`config.mk`:
```
export PLATFORM = sky130hd
export DESIGN_NAME = fetch_unit
export DESIGN_NICKNAME = d
export VERILOG_FILES = /design/src/rtl/fetch_unit.sv
export SDC_FILE = /design/constraint.sdc
export NUM_CORES = 1
export LEC_CHECK = 0
export ABC_AREA = 1
export CORE_UTILIZATION = 60
export CTS_BUF_LIST = sky130_fd_sc_hd__clkbuf_16
export DETAILED_ROUTE_END_ITERATION = 8
export DONT_BUFFER_PORTS = 1
export GPL_ROUTABILITY_DRIVEN = 0
export PLACE_DENSITY = 0.76
export SLEW_MARGIN = 20
export SYNTH_ARGS = -nofsm -noshare
export SYNTH_HDL_FRONTEND = slang
export SYNTH_SLANG_ARGS = --single-unit
```
`constraint.sdc`:
```
create_clock -name clk -period 19.15 [get_ports clk]
set_clock_uncertainty 0.2 [all_clocks]
set_input_delay 1.915 -clock clk [delete_from_list [all_inputs] [get_ports clk]]
set_output_delay 1.915 -clock clk [all_outputs]
set_load 0.1 [all_outputs]
```
`src/rtl/fetch_unit.sv`:
```
// fetch_unit: instruction-fetch stage sitting directly in front of a combinational
// instruction memory. It owns the PC, captures each read into a 2-entry in-order fetch
// buffer, and presents {inst, pc, pc+4} to decode over a valid/ready handshake.
// Branch/jump redirects flush the buffer. A misaligned or out-of-range PC raises a
// sticky fault.
//
// Optional feature macro: HALT_ON_ZERO_EN. When it is defined, fetching an all-zero
// word stops fetch and raises a sticky halt. When it is undefined, zero words are pushed
// like any other word and halted is tied 0.
//
// Ports:
//   clk, rst            clock; synchronous active-high reset
//   imem_addr           word address to instruction memory (pc[ADDR_W+1:2])
//   imem_data           combinational read data for imem_addr
//   redirect_valid/pc   branch/jump redirect with new byte address
//   out_valid/ready     decode handshake for the head buffer entry
//   out_inst/pc/pc_plus4  head entry (NOP / 0 / 0 when empty)
//   fault               sticky misaligned / out-of-range PC flag
//   halted              sticky zero-word halt (0 unless HALT_ON_ZERO_EN)
module fetch_unit #(
  parameter int unsigned ADDR_W   = 6,
  parameter logic [31:0] RESET_PC = 32'h0000_0000
) (
  input  logic              clk,
  input  logic              rst,
  output logic [ADDR_W-1:0] imem_addr,
  input  logic [31:0]       imem_data,
  input  logic              redirect_valid,
  input  logic [31:0]       redirect_pc,
  output logic              out_valid,
  input  logic              out_ready,
  output logic [31:0]       out_inst,
  output logic [31:0]       out_pc,
  output logic [31:0]       out_pc_plus4,
  output logic              fault,
  output logic              halted
);

  localparam logic [31:0] Nop = 32'h0000_0013;

  typedef enum logic [1:0] {StRun, StFault, StHalt} state_e;

  state_e      state_q, state_d;
  logic [31:0] pc_q, pc_d;
  logic [1:0]  count_q, count_d;
  // Entry 0 is always the head; entry 1 is only meaningful when count_q == 2.
  logic [31:0] head_inst_q, head_inst_d, head_pc_q, head_pc_d;
  logic [31:0] tail_inst_q, tail_inst_d, tail_pc_q, tail_pc_d;

  logic pc_ok, pop, fetch, zero_halt, push;

  assign imem_addr = pc_q[ADDR_W+1:2];
  // Everything above the fetchable window must be zero, so imem_addr never aliases.
  assign pc_ok     = (pc_q[1:0] == 2'b00) && ((pc_q >> (ADDR_W + 2)) == 32'h0);
  assign pop       = (count_q != 2'd0) && out_ready;
  assign fetch     = (state_q == StRun) && pc_ok && !redirect_valid &&
                     ((count_q != 2'd2) || pop);

  always_comb begin
    zero_halt = 1'b0;
`ifdef HALT_ON_ZERO_EN
    zero_halt = fetch && (imem_data == 32'h0);
`endif
    push = fetch && !zero_halt;
  end

  // Buffer next state. A redirect drops everything; a head transfer in that same cycle
  // is already complete on the decode side.
  always_comb begin
    count_d     = count_q;
    head_inst_d = head_inst_q;
    head_pc_d   = head_pc_q;
    tail_inst_d = tail_inst_q;
    tail_pc_d   = tail_pc_q;
    if (redirect_valid) begin
      count_d = 2'd0;
    end else begin
      case ({push, pop})
        2'b10: begin
          if (count_q == 2'd0) begin
            head_inst_d = imem_data;
            head_pc_d   = pc_q;
          end else begin
            tail_inst_d = imem_data;
            tail_pc_d   = pc_q;
          end
          count_d = count_q + 2'd1;
        end
        2'b01: begin
          head_inst_d = tail_inst_q;
          head_pc_d   = tail_pc_q;
          count_d     = count_q - 2'd1;
        end
        2'b11: begin
          if (count_q == 2'd2) begin
            head_inst_d = tail_inst_q;
            head_pc_d   = tail_pc_q;
            tail_inst_d = imem_data;
            tail_pc_d   = pc_q;
          end else begin
            head_inst_d = imem_data;
            head_pc_d   = pc_q;
          end
        end
        default: ;
      endcase
    end
  end

  // Control FSM and PC.
  always_comb begin
    state_d = state_q;
    pc_d    = pc_q;
    if (redirect_valid) begin
      state_d = StRun;
      pc_d    = redirect_pc;
    end else begin
      if (state_q == StRun) begin
        if (!pc_ok) begin
          state_d = StFault;
        end else if (zero_halt) begin
          state_d = StHalt;
        end
      end
      if (push) begin
        pc_d = pc_q + 32'd4;
      end
    end
  end

  always_ff @(posedge clk) begin
    if (rst) begin
      state_q <= StRun;
      pc_q    <= RESET_PC;
      count_q <= 2'd0;
    end else begin
      state_q <= state_d;
      pc_q    <= pc_d;
      count_q <= count_d;
    end
  end

  // Payload registers need no reset; count_q qualifies them.
  always_ff @(posedge clk) begin
    head_inst_q <= head_inst_d;
    head_pc_q   <= head_pc_d;
    tail_inst_q <= tail_inst_d;
    tail_pc_q   <= tail_pc_d;
  end

  assign out_valid    = (count_q != 2'd0);
  assign out_inst     = out_valid ? head_inst_q : Nop;
  assign out_pc       = out_valid ? head_pc_q : 32'h0;
  assign out_pc_plus4 = out_valid ? (head_pc_q + 32'd4) : 32'h0;
  assign fault        = (state_q == StFault);

`ifdef HALT_ON_ZERO_EN
  assign halted = (state_q == StHalt);
`else
  assign halted = 1'b0;
`endif

endmodule

```
==> results by group, run 1 <==
Hold path
  – Class of the worst hold path: flip-flop to flip-flop

Floorplanning
  – Die footprint: 13200 sq um
  – Rows: 40
  – IO Count: 173
  – Initial Util: 0.626
  – Die Ht: 115 microns
  – DIE WIDTH: 115 microns
  – Core Region: 12200 sq um

Timing
  – Min Tclk post-route: 5820 ps
  – Unrepaired setup endpoints after global routing: no
  – Setup violations, final: 0
  – Total negative slack: 0 ps
  – Fmax: 172 MHz
  – Fin. max-slew vios: 0
  – Final Hold Viols: 0
  – Final Cycle Share: 0.304
  – Worst-margin pin slew: 1190 ps
  – Slew headroom: 0.209

Layout
  – Layout cells sized above 1: 0.161
  – Area growth from synthesis to layout: 13.4%
  – Final Util: 0.709
  – N_diodes: 0
  – Layout Nets: 935
  – Post-route cell area: 8660 sq um

Synth
  – Syn avg cell area: 8.71 sq um
  – Yosys top cell area share: 0.503
  – FF+latch count, synth: 163
  – Syn Nets: 947
  – Post-synthesis sequential area ratio: 0.595
  – Cell taking the most area after synthesis: edfxtp_1
  – Synth area leaders: edfxtp_1 (50%), nor2_1 (15%), dfxtp_1 (9.2%)
  – Post-Syn Instances: 877
  – Synthesized area: 7640 sq um
  – Synth warnings: 0
  – Library cells used by synthesis: 34

Detailed routing
  – Wire per inst: 17.1 microns
  – Vias: 5884
  – DRT Pass-1 Iters: 5
  – Violation count after the first detailed-route iteration: 766
  – WL final: 17800 microns
  – Post-DRT Antenna Nets: 0
  – Via density per instance: 5.63
  – Remaining DRCs: 0

Clocking
  – CTS tree: built
  – Clock Latency Late Sink: 410 ps
  – Hold_buf cts: 0
  – CTS Sinks: 163
  – Post-CTS Setup Inserts: 0
  – Quantity of gates resized following cts: 0
  – CTS root buf: clkbuf_16
  – Worst-case clock buffer depth: 2
  – Clock Pin Slew Worst Setup and Hold Paths: 60 ps
  – H-Tree Depth: 4
  – Cts bufs inserted: 17

Power and ir drop
  – Combinational Power Share: 0.036
  – P_sw: 159 uW
  – Max IR drop VDD: 0.0000564 V
  – Power per cell area: 87.3 nW/um^2
  – Sequential share of power: 0.526
  – Switching share of power: 0.211
  – Leak: 0.00338 uW
  – Int Pwr: 597 uW
  – Clock network power share: 0.438

Global routing
  – Total grt overflow: 0
  – Vias in the first global route: 5419
  – GRT Total Usage: 0.276
  – Initial antenna violation count: 0
  – First-pass GRT wire length: 27300 microns
  – Pin count of the biggest net entering global routing: 66

Place
  – Final HPWL DP: 12400 microns
  – Dpl cell area: 8050 sq um
  – PortBufs: 0

Outcome
  – Status: completed

Job
  – Max Cap Viol: 0

Worst setup path
  – CP Max Fanout: 57
  – Startpoint Class: flip-flop
  – CP endpoint kind: primary output
  – CP Class: flip-flop to primary output
  – Worst Path Required: 17030 ps
  – Data arrival, critical path: 3700 ps
worst paths after layout:
path / from / endpoint / slack, ps / cells past startpoint
setup / recovery: count_q[0]$_SDFFE_PP0P_ / out_pc_plus4[17] / 13330 / 5
hold / removal: pc_q[18]$_SDFFE_PP0P_ / tail_pc_q[18]$_DFFE_PP_ / 260 / 0
setup reg to reg: count_q[0]$_SDFFE_PP0P_ / head_inst_q[25]$_DFFE_PP_ / 14790 / 5
hold reg to reg: pc_q[18]$_SDFFE_PP0P_ / tail_pc_q[18]$_DFFE_PP_ / 260 / 0
through the flow:
step / setup slack [ps] / hold slack [ps] / total power (uW) / instances
after floorplan: 11130 / 231 / 427 / 877
after global placement: 13610 / 237 / 430 / 1014
after detailed placement: 13500 / 242 / 432 / 1014
after CTS: 13060 / 255 / 758 / 1045
after global routing: 13210 / 276 / 779 / 1045
final: 13330 / 260 / 756 / 1045
cell type report:
cell class | instances | area (sq um)
tap | 168 | 210
clock buffer | 17 | 425
inverter | 106 | 398
sequential | 163 | 4540
clock inverter | 14 | 149
multi-input combinational | 565 | 2810
timing repair buffer | 12 | 125
fill | 964 | 3550
registers in the layout (all words and copies together) (netlist names):
signal	flops
count_q	2
head_pc_q	32
state_q	1
tail_inst_q	32
tail_pc_q	32
pc_q	32
head_inst_q	32
metal layers:
layer  wire length (microns)  vias up  share of wire  global-route usage
met5                       0        -              0                   0
li1                        -     2792              -                   -
met1                    7370     2723           0.41               0.355
met4                     354        0          0.020               0.103
met2                    8540      338           0.48               0.443
met3                    1560       31          0.088              0.0854
cells in the final DEF, fill, tap and decap left out, drive strengths merged:
master | synthesis | layout
a211oi | 1 | 1
nand4 | 14 | 14
clkinv | 1 | 7
a31oi | 3 | 3
nor4b | 1 | 1
a21oi | 47 | 47
clkbuf | 22 | 19
xor2 | 15 | 15
o211ai | 7 | 7
nor3 | 11 | 11
o21ai | 28 | 28
bufinv | 0 | 3
dfxtp | 35 | 35
o21bai | 1 | 1
buf | 21 | 10
clkinvlp | 0 | 2
conb | 1 | 1
or2 | 4 | 4
nor3b | 1 | 1
o22ai | 1 | 1
nand3 | 25 | 25
nor4 | 5 | 5
ha | 2 | 2
edfxtp | 128 | 128
nand2 | 90 | 90
inv | 105 | 108
nor2 | 308 | 308
cells by family (layout without fill, tap and decap cells):
kind of cell	Yosys count	count (layout)	synth area share
flops	163	163	0.595
compound gates	88	88	0.0627
simple gates	459	459	0.241
buf+inv	149	149	0.0809
other cells	1	1	0.000491
fa+ha+maj	2	2	0.00327
xor+xnor	15	15	0.0172
critical path, stage by stage (launching register included):
cell and delay, ps:
dfxtp_1 510, nor2_4 250, buf_4 450, nor2_2 940
a21oi_1 190, a21oi_2 910
power by group through the flow:
stage	Sequential (uW)	Combinational (uW)	Clock [uW]
floorplan	398	29.0	0
global placement	405	25.2	0
detailed placement	405	26.5	0
CTS	398	26.8	333
global route	399	30.5	350
finish	398	27.0	331
Yosys cell counts:
| master | instances |
|---|---|
| clkinv_1 | 1 |
| inv_2 | 1 |
| nor3_1 | 11 |
| nand2_2 | 1 |
| buf_2 | 5 |
| or2_1 | 1 |
| buf_1 | 4 |
| or2_2 | 3 |
| a21oi_1 | 47 |
| o21ai_1 | 1 |
| buf_4 | 10 |
| conb_1 | 1 |
| o21ai_4 | 1 |
| o21bai_1 | 1 |
| nand4_1 | 14 |
| clkbuf_1 | 22 |
| o22ai_1 | 1 |
| o211ai_1 | 7 |
| nor2_2 | 1 |
| nand3_1 | 25 |
| inv_1 | 104 |
| o21ai_0 | 26 |
| a31oi_1 | 3 |
| nor3b_1 | 1 |
| nor2_1 | 307 |
| ha_1 | 2 |
| nor4b_1 | 1 |
| nand2_1 | 89 |
| xor2_1 | 15 |
| edfxtp_1 | 128 |
| dfxtp_1 | 35 |
| a211oi_1 | 1 |
| buf_6 | 2 |
| nor4_1 | 5 |
Note: power is estimated with default switching activity, not from simulation.
==> run 2, diff against run 1 <==
clock period = 5.5 ns   (was 19.15 ns; I/O delays follow)
==> run 2 against run 1 <==
Power increased to 3.6 times the previous value. Register-to-register slack got worse by 12000 ps. First-iteration DRC count increased by 3.4%. Final cell count increased by 1.9%. Count of clock-buffer cells in the layout unchanged. Flip-flop and latch count unchanged. Clock power increased to 3.7 times the previous value. Via count increased by 1.5%. Non-clock buffer count increased by 19. Core utilization increased by 2.0 points. Critical path type unchanged. Largest cell class unchanged.
==> results by group, run 2 (synthesized netlist as in run 1, its figures left out) <==
Place
  – Final HPWL DP: 12300 microns
  – PortBufs: 0

Worst setup path
  – CP cell instances: nand3_1, nor2_1, nand2_1, nor2_1, nand3_1, nor2_1, a31oi_1, nor2_2
  – Crit-path max cell delay: 840 ps
  – Data arrival, critical path: 3540 ps
  – CP Class: flip-flop to primary output
  – Worst Path Required: 4750 ps
  – Crit-path most repeated cell: nor2_1
  – Startpoint Class: flip-flop
  – CP endpoint kind: primary output
  – Slowest cell on crit path: nor2_2
  – CP Max Fanout: 6

Clocking
  – Worst-case clock buffer depth: 2
  – Clock Latency Late Sink: 420 ps
  – Hold_buf cts: 17
  – Clock Pin Slew Worst Setup and Hold Paths: 60 ps
  – Cts bufs inserted: 17
  – Post-CTS Setup Inserts: 0
  – CTS Sinks: 163
  – CTS tree: built
  – H-Tree Depth: 4
  – Quantity of gates resized following cts: 0
  – CTS root buf: clkbuf_16

Timing
  – Total negative slack: 0 ps
  – Slew headroom: 0.214
  – Worst-margin pin slew: 1180 ps
  – Setup violations, final: 0
  – Fin. max-slew vios: 0
  – Unrepaired setup endpoints after global routing: no
  – Final Hold Viols: 0
  – Min Tclk post-route: 4290 ps
  – Final Cycle Share: 0.780
  – Fmax: 233 MHz

Global routing
  – Initial antenna violation count: 0
  – First-pass GRT wire length: 27800 microns
  – Total grt overflow: 0
  – Pin count of the biggest net entering global routing: 78
  – GRT Total Usage: 0.280
  – Vias in the first global route: 5522

Power and ir drop
  – Tot Pwr: 2710 uW
  – Max IR drop VDD: 0.000185 V
  – Power per cell area: 304 nW/um^2
  – Leak: 0.00348 uW

Layout
  – Layout cells sized above 1: 0.161
  – Fillers: 906
  – Commonest cells after routing, fill and taps aside: nor2_1 (225), edfxtp_1 (128), inv_1 (104)
  – Layout Nets: 954
  – Area growth from synthesis to layout: 16.6%
  – Commonest non-fill, non-tap cell in the layout: nor2_1
  – N_diodes: 0

Outcome
  – Status: completed

Detailed routing
  – WL final: 17800 microns
  – Wire per inst: 16.7 microns
  – Violation count after the first detailed-route iteration: 792
  – Remaining DRCs: 0
  – DRT Pass-1 Iters: 6
  – Via density per instance: 5.61
  – Post-DRT Antenna Nets: 0
  – Vias: 5973

Floorplanning
  – Initial Util: 0.626
  – Rows: 40
  – Die footprint: 13200 sq um
  – Core Region: 12200 sq um
  – Die Ht: 115 microns
  – DIE WIDTH: 115 microns
  – IO Count: 173

Job
  – Max Cap Viol: 0

Hold path
  – Class of the worst hold path: primary input to flip-flop
## run 2: cell type report
class | count | area [sq um] | share of cell area
multi-input cells | 565 | 2830 | 0.318
clock inverters | 15 | 188 | 0.0211
well taps | 168 | 210 | 0.0236
clock buffers | 17 | 425 | 0.0478
flip-flops and latches | 163 | 4540 | 0.510
repair buffers | 31 | 310 | 0.0348
inverters | 106 | 398 | 0.0447
## run 2: critical path: cells and delay by family (launching register included)
kind	cells	cell delay [ps]
DFF	1	480
AOI/OAI and AO/OA	1	170
and+or+nand+nor	7	2460
## run 2: per-layer routing
layer / wire length, microns / part of all wire / GRT usage
met4: 453 / 0.025 / 0.119
met1: 7330 / 0.41 / 0.361
met5: 0 / 0 / 0
met3: 1640 / 0.092 / 0.0775
met2: 8410 / 0.47 / 0.448
## run 2: worst paths after layout
path	start	end	slack (ps)	cells past startpoint
max	head_pc_q[4]$_DFFE_PP_	out_pc_plus4[19]	1210	8
min	imem_data[15]	tail_inst_q[15]$_DFFE_PP_	20	0
max reg2reg	state_q[0]$_SDFFE_PP0P_	head_pc_q[2]$_DFFE_PP_	2400	10
min reg2reg	pc_q[10]$_SDFFE_PP0P_	tail_pc_q[10]$_DFFE_PP_	260	0
## run 2: stage by stage
step	cell area (sq um)	hold WS, ps	setup slack [ps]	utilization	std cells
3_3_place_gp	8060	234	1800	0.660	1016
3_5_place_dp	8090	241	1700	0.662	1016
6_report	8910	20.7	1210	0.729	1065
2_1_floorplan	7650	231	261	-	877
4_1_cts	8870	1.33	1240	0.726	1065
5_1_grt	8910	2.90	1050	0.729	1065
## run 2: power breakdown
group	internal [uW]	switching [uW]	total [uW]
clock	755	464	1220
sequential	1350	40.5	1390
combinational	40.0	64.6	105
==> run 3, diff against run 2 <==
CORE_UTILIZATION = 57   (was 60)
PLACE_DENSITY = 0.75   (was 0.76)
clock period = 3.85 ns   (was 5.5 ns; I/O delays follow)
==> run 3 against run 2 <==
Register-to-register slack got worse by 1300 ps. Clock power increased by 28%. First-iteration DRC count decreased by 11%. Routed wire length increased by 6.8%. Sequential power increased by 40%. Count of clock-buffer cells in the layout unchanged. Worst hold slack got worse by 18 ps. Sequential share of layout area decreased by 4.2 points. Via count increased by 7.4%. Non-clock buffer count increased by 108. Global-route usage increased by 0.082 points. Power increased by 38%. Critical path type unchanged. Largest cell class unchanged. Largest power group unchanged.
==> results by group, run 3 (synthesized netlist as in run 1, its figures left out) <==
Outcome
  – Status: completed

Detailed routing
  – Remaining DRCs: 0
  – Post-Route M1 WL: 7900 microns
  – WL final: 19000 microns
  – Via density per instance: 5.45
  – Metal3 WL: 1610 microns
  – Violation count after the first detailed-route iteration: 703
  – Post-DRT Antenna Nets: 0
  – DRT Pass-1 Iters: 7
  – Met2 WL post-DR: 9090 microns
  – Vias: 6414
  – Uppermost layer routed: met4
  – Wire per inst: 16.2 microns

Floorplanning
  – Die footprint: 13900 sq um
  – Core Region: 12800 sq um
  – Initial Util: 0.596
  – Rows: 41
  – DIE WIDTH: 118 microns
  – Die Ht: 118 microns
  – IO Count: 173

Timing
  – Slew headroom: 0.271
  – Fmax: 293 MHz
  – Setup violations, final: 0
  – Fin. max-slew vios: 0
  – Worst hold slack: 2.89 ps
  – Unrepaired setup endpoints after global routing: no
  – Total negative slack: 0 ps
  – Final Hold Viols: 0
  – Min Tclk post-route: 3410 ps
  – Final Cycle Share: 0.886
  – Worst-margin pin slew: 1090 ps

Global routing
  – Pin count of the biggest net entering global routing: 78
  – Vias in the first global route: 6111
  – Total grt overflow: 0
  – GRT Total Usage: 0.281
  – Initial antenna violation count: 0
  – First-pass GRT wire length: 30500 microns

Power and ir drop
  – Power per cell area: 385 nW/um^2
  – Leak: 0.00398 uW
  – Max IR drop VDD: 0.000274 V

Worst setup path
  – Worst Path Required: 3260 ps
  – Slack of the worst reg-to-reg path: 1070 ps
  – CP Class: flip-flop to primary output
  – Reg-to-reg endpoint: tail_inst_q[31]$_DFFE_PP_
  – R2R Path Start: state_q[0]$_SDFFE_PP0P_
  – Crit path from: head_pc_q[2]$_DFFE_PP_
  – Data arrival, critical path: 2820 ps
  – Startpoint Class: flip-flop
  – CP Capture Point: out_pc_plus4[21]
  – CP endpoint kind: primary output
  – CP Max Fanout: 5
  – R2R depth: 8

Hold path
  – Class of the worst hold path: primary input to flip-flop
  – Hold depth: 4

Layout
  – Commonest non-fill, non-tap cell in the layout: nor2_1
  – N_diodes: 0
  – Layout Nets: 1062
  – Post-route cell area: 9700 sq um
  – Area growth from synthesis to layout: 26.9%
  – Commonest cells after routing, fill and taps aside: nor2_1 (225), edfxtp_1 (128), inv_1 (104)
  – Layout cells sized above 1: 0.218

Clocking
  – CTS Sinks: 163
  – CTS root buf: clkbuf_16
  – Quantity of gates resized following cts: 0
  – Hold_buf cts: 53
  – Post-CTS Setup Inserts: 0
  – Clock Latency Late Sink: 420 ps
  – CTS tree: built
  – Clock Pin Slew Worst Setup and Hold Paths: 70 ps
  – H-Tree Depth: 4
  – Worst-case clock buffer depth: 2
  – Cts bufs inserted: 17

Job
  – Max Cap Viol: 0

Place
  – PortBufs: 0
  – Final HPWL DP: 13000 microns
  – Dpl cell area: 8620 sq um
## run 3: cell count changes in the layout (fill, tap and decap cells not counted), moves of 3 or more
cell and change:
a21oi_4 -8, bufinv_16 -4, buf_4 +71, dlygate4sd3_1 +36, inv_6 +3, a21oi_2 +8
## run 3: worst min path at each step
stage                                      from                        to  slack, ps
after floorplan           pc_q[22]$_SDFFE_PP0P_   tail_pc_q[22]$_DFFE_PP_        230
after global placement    pc_q[17]$_SDFFE_PP0P_   tail_pc_q[17]$_DFFE_PP_        240
after detailed placement  pc_q[18]$_SDFFE_PP0P_   tail_pc_q[18]$_DFFE_PP_        250
after CTS                       redirect_pc[16]     pc_q[16]$_SDFFE_PP0P_          1
after global routing               imem_data[1]  head_inst_q[1]$_DFFE_PP_          7
final                            redirect_valid      pc_q[3]$_SDFFE_PP0P_          3
## run 3: report_power, final
group / internal, uW / switching [uW]
Sequential: 1920 / 29.1
Combinational: 86.0 / 140
Clock: 842 / 715
Total: 2850 / 884
## run 3: cell type report
class	count	area, sq um
clock buffer	17	425
clock inverter	15	124
fill	873	3130
inverter	106	398
multi-input combinational	565	2770
sequential	163	4550
tap	172	215
timing repair buffer	139	1230
## run 3: layer usage
layer,global-route usage,up-vias
met1,0.374,2957
met4,0.120,0
met3,0.0499,43
met2,0.453,365
met5,0,-
li1,-,3049
## run 3: per-stage QoR
step	instances	util	power, uW	setup WS (ps)
floorplan	877	-	2120	-71.4
global placement	1092	0.672	2150	1100
detailed placement	1092	0.672	2160	915
CTS	1177	0.756	3750	465
global route	1177	0.756	3850	208
finish	1177	0.756	3730	441
## run 3: worst max-delay path, cell delays in order, from the launching register on
cell and delay [ps]:
edfxtp_1 460, nand3_1 170, nor2_1 180, nand2_1 160
nor2_1 270, nand3_1 190, nor2_1 330, nand2_1 140
o21ai_0 220, nor2_2 70, buf_4 230
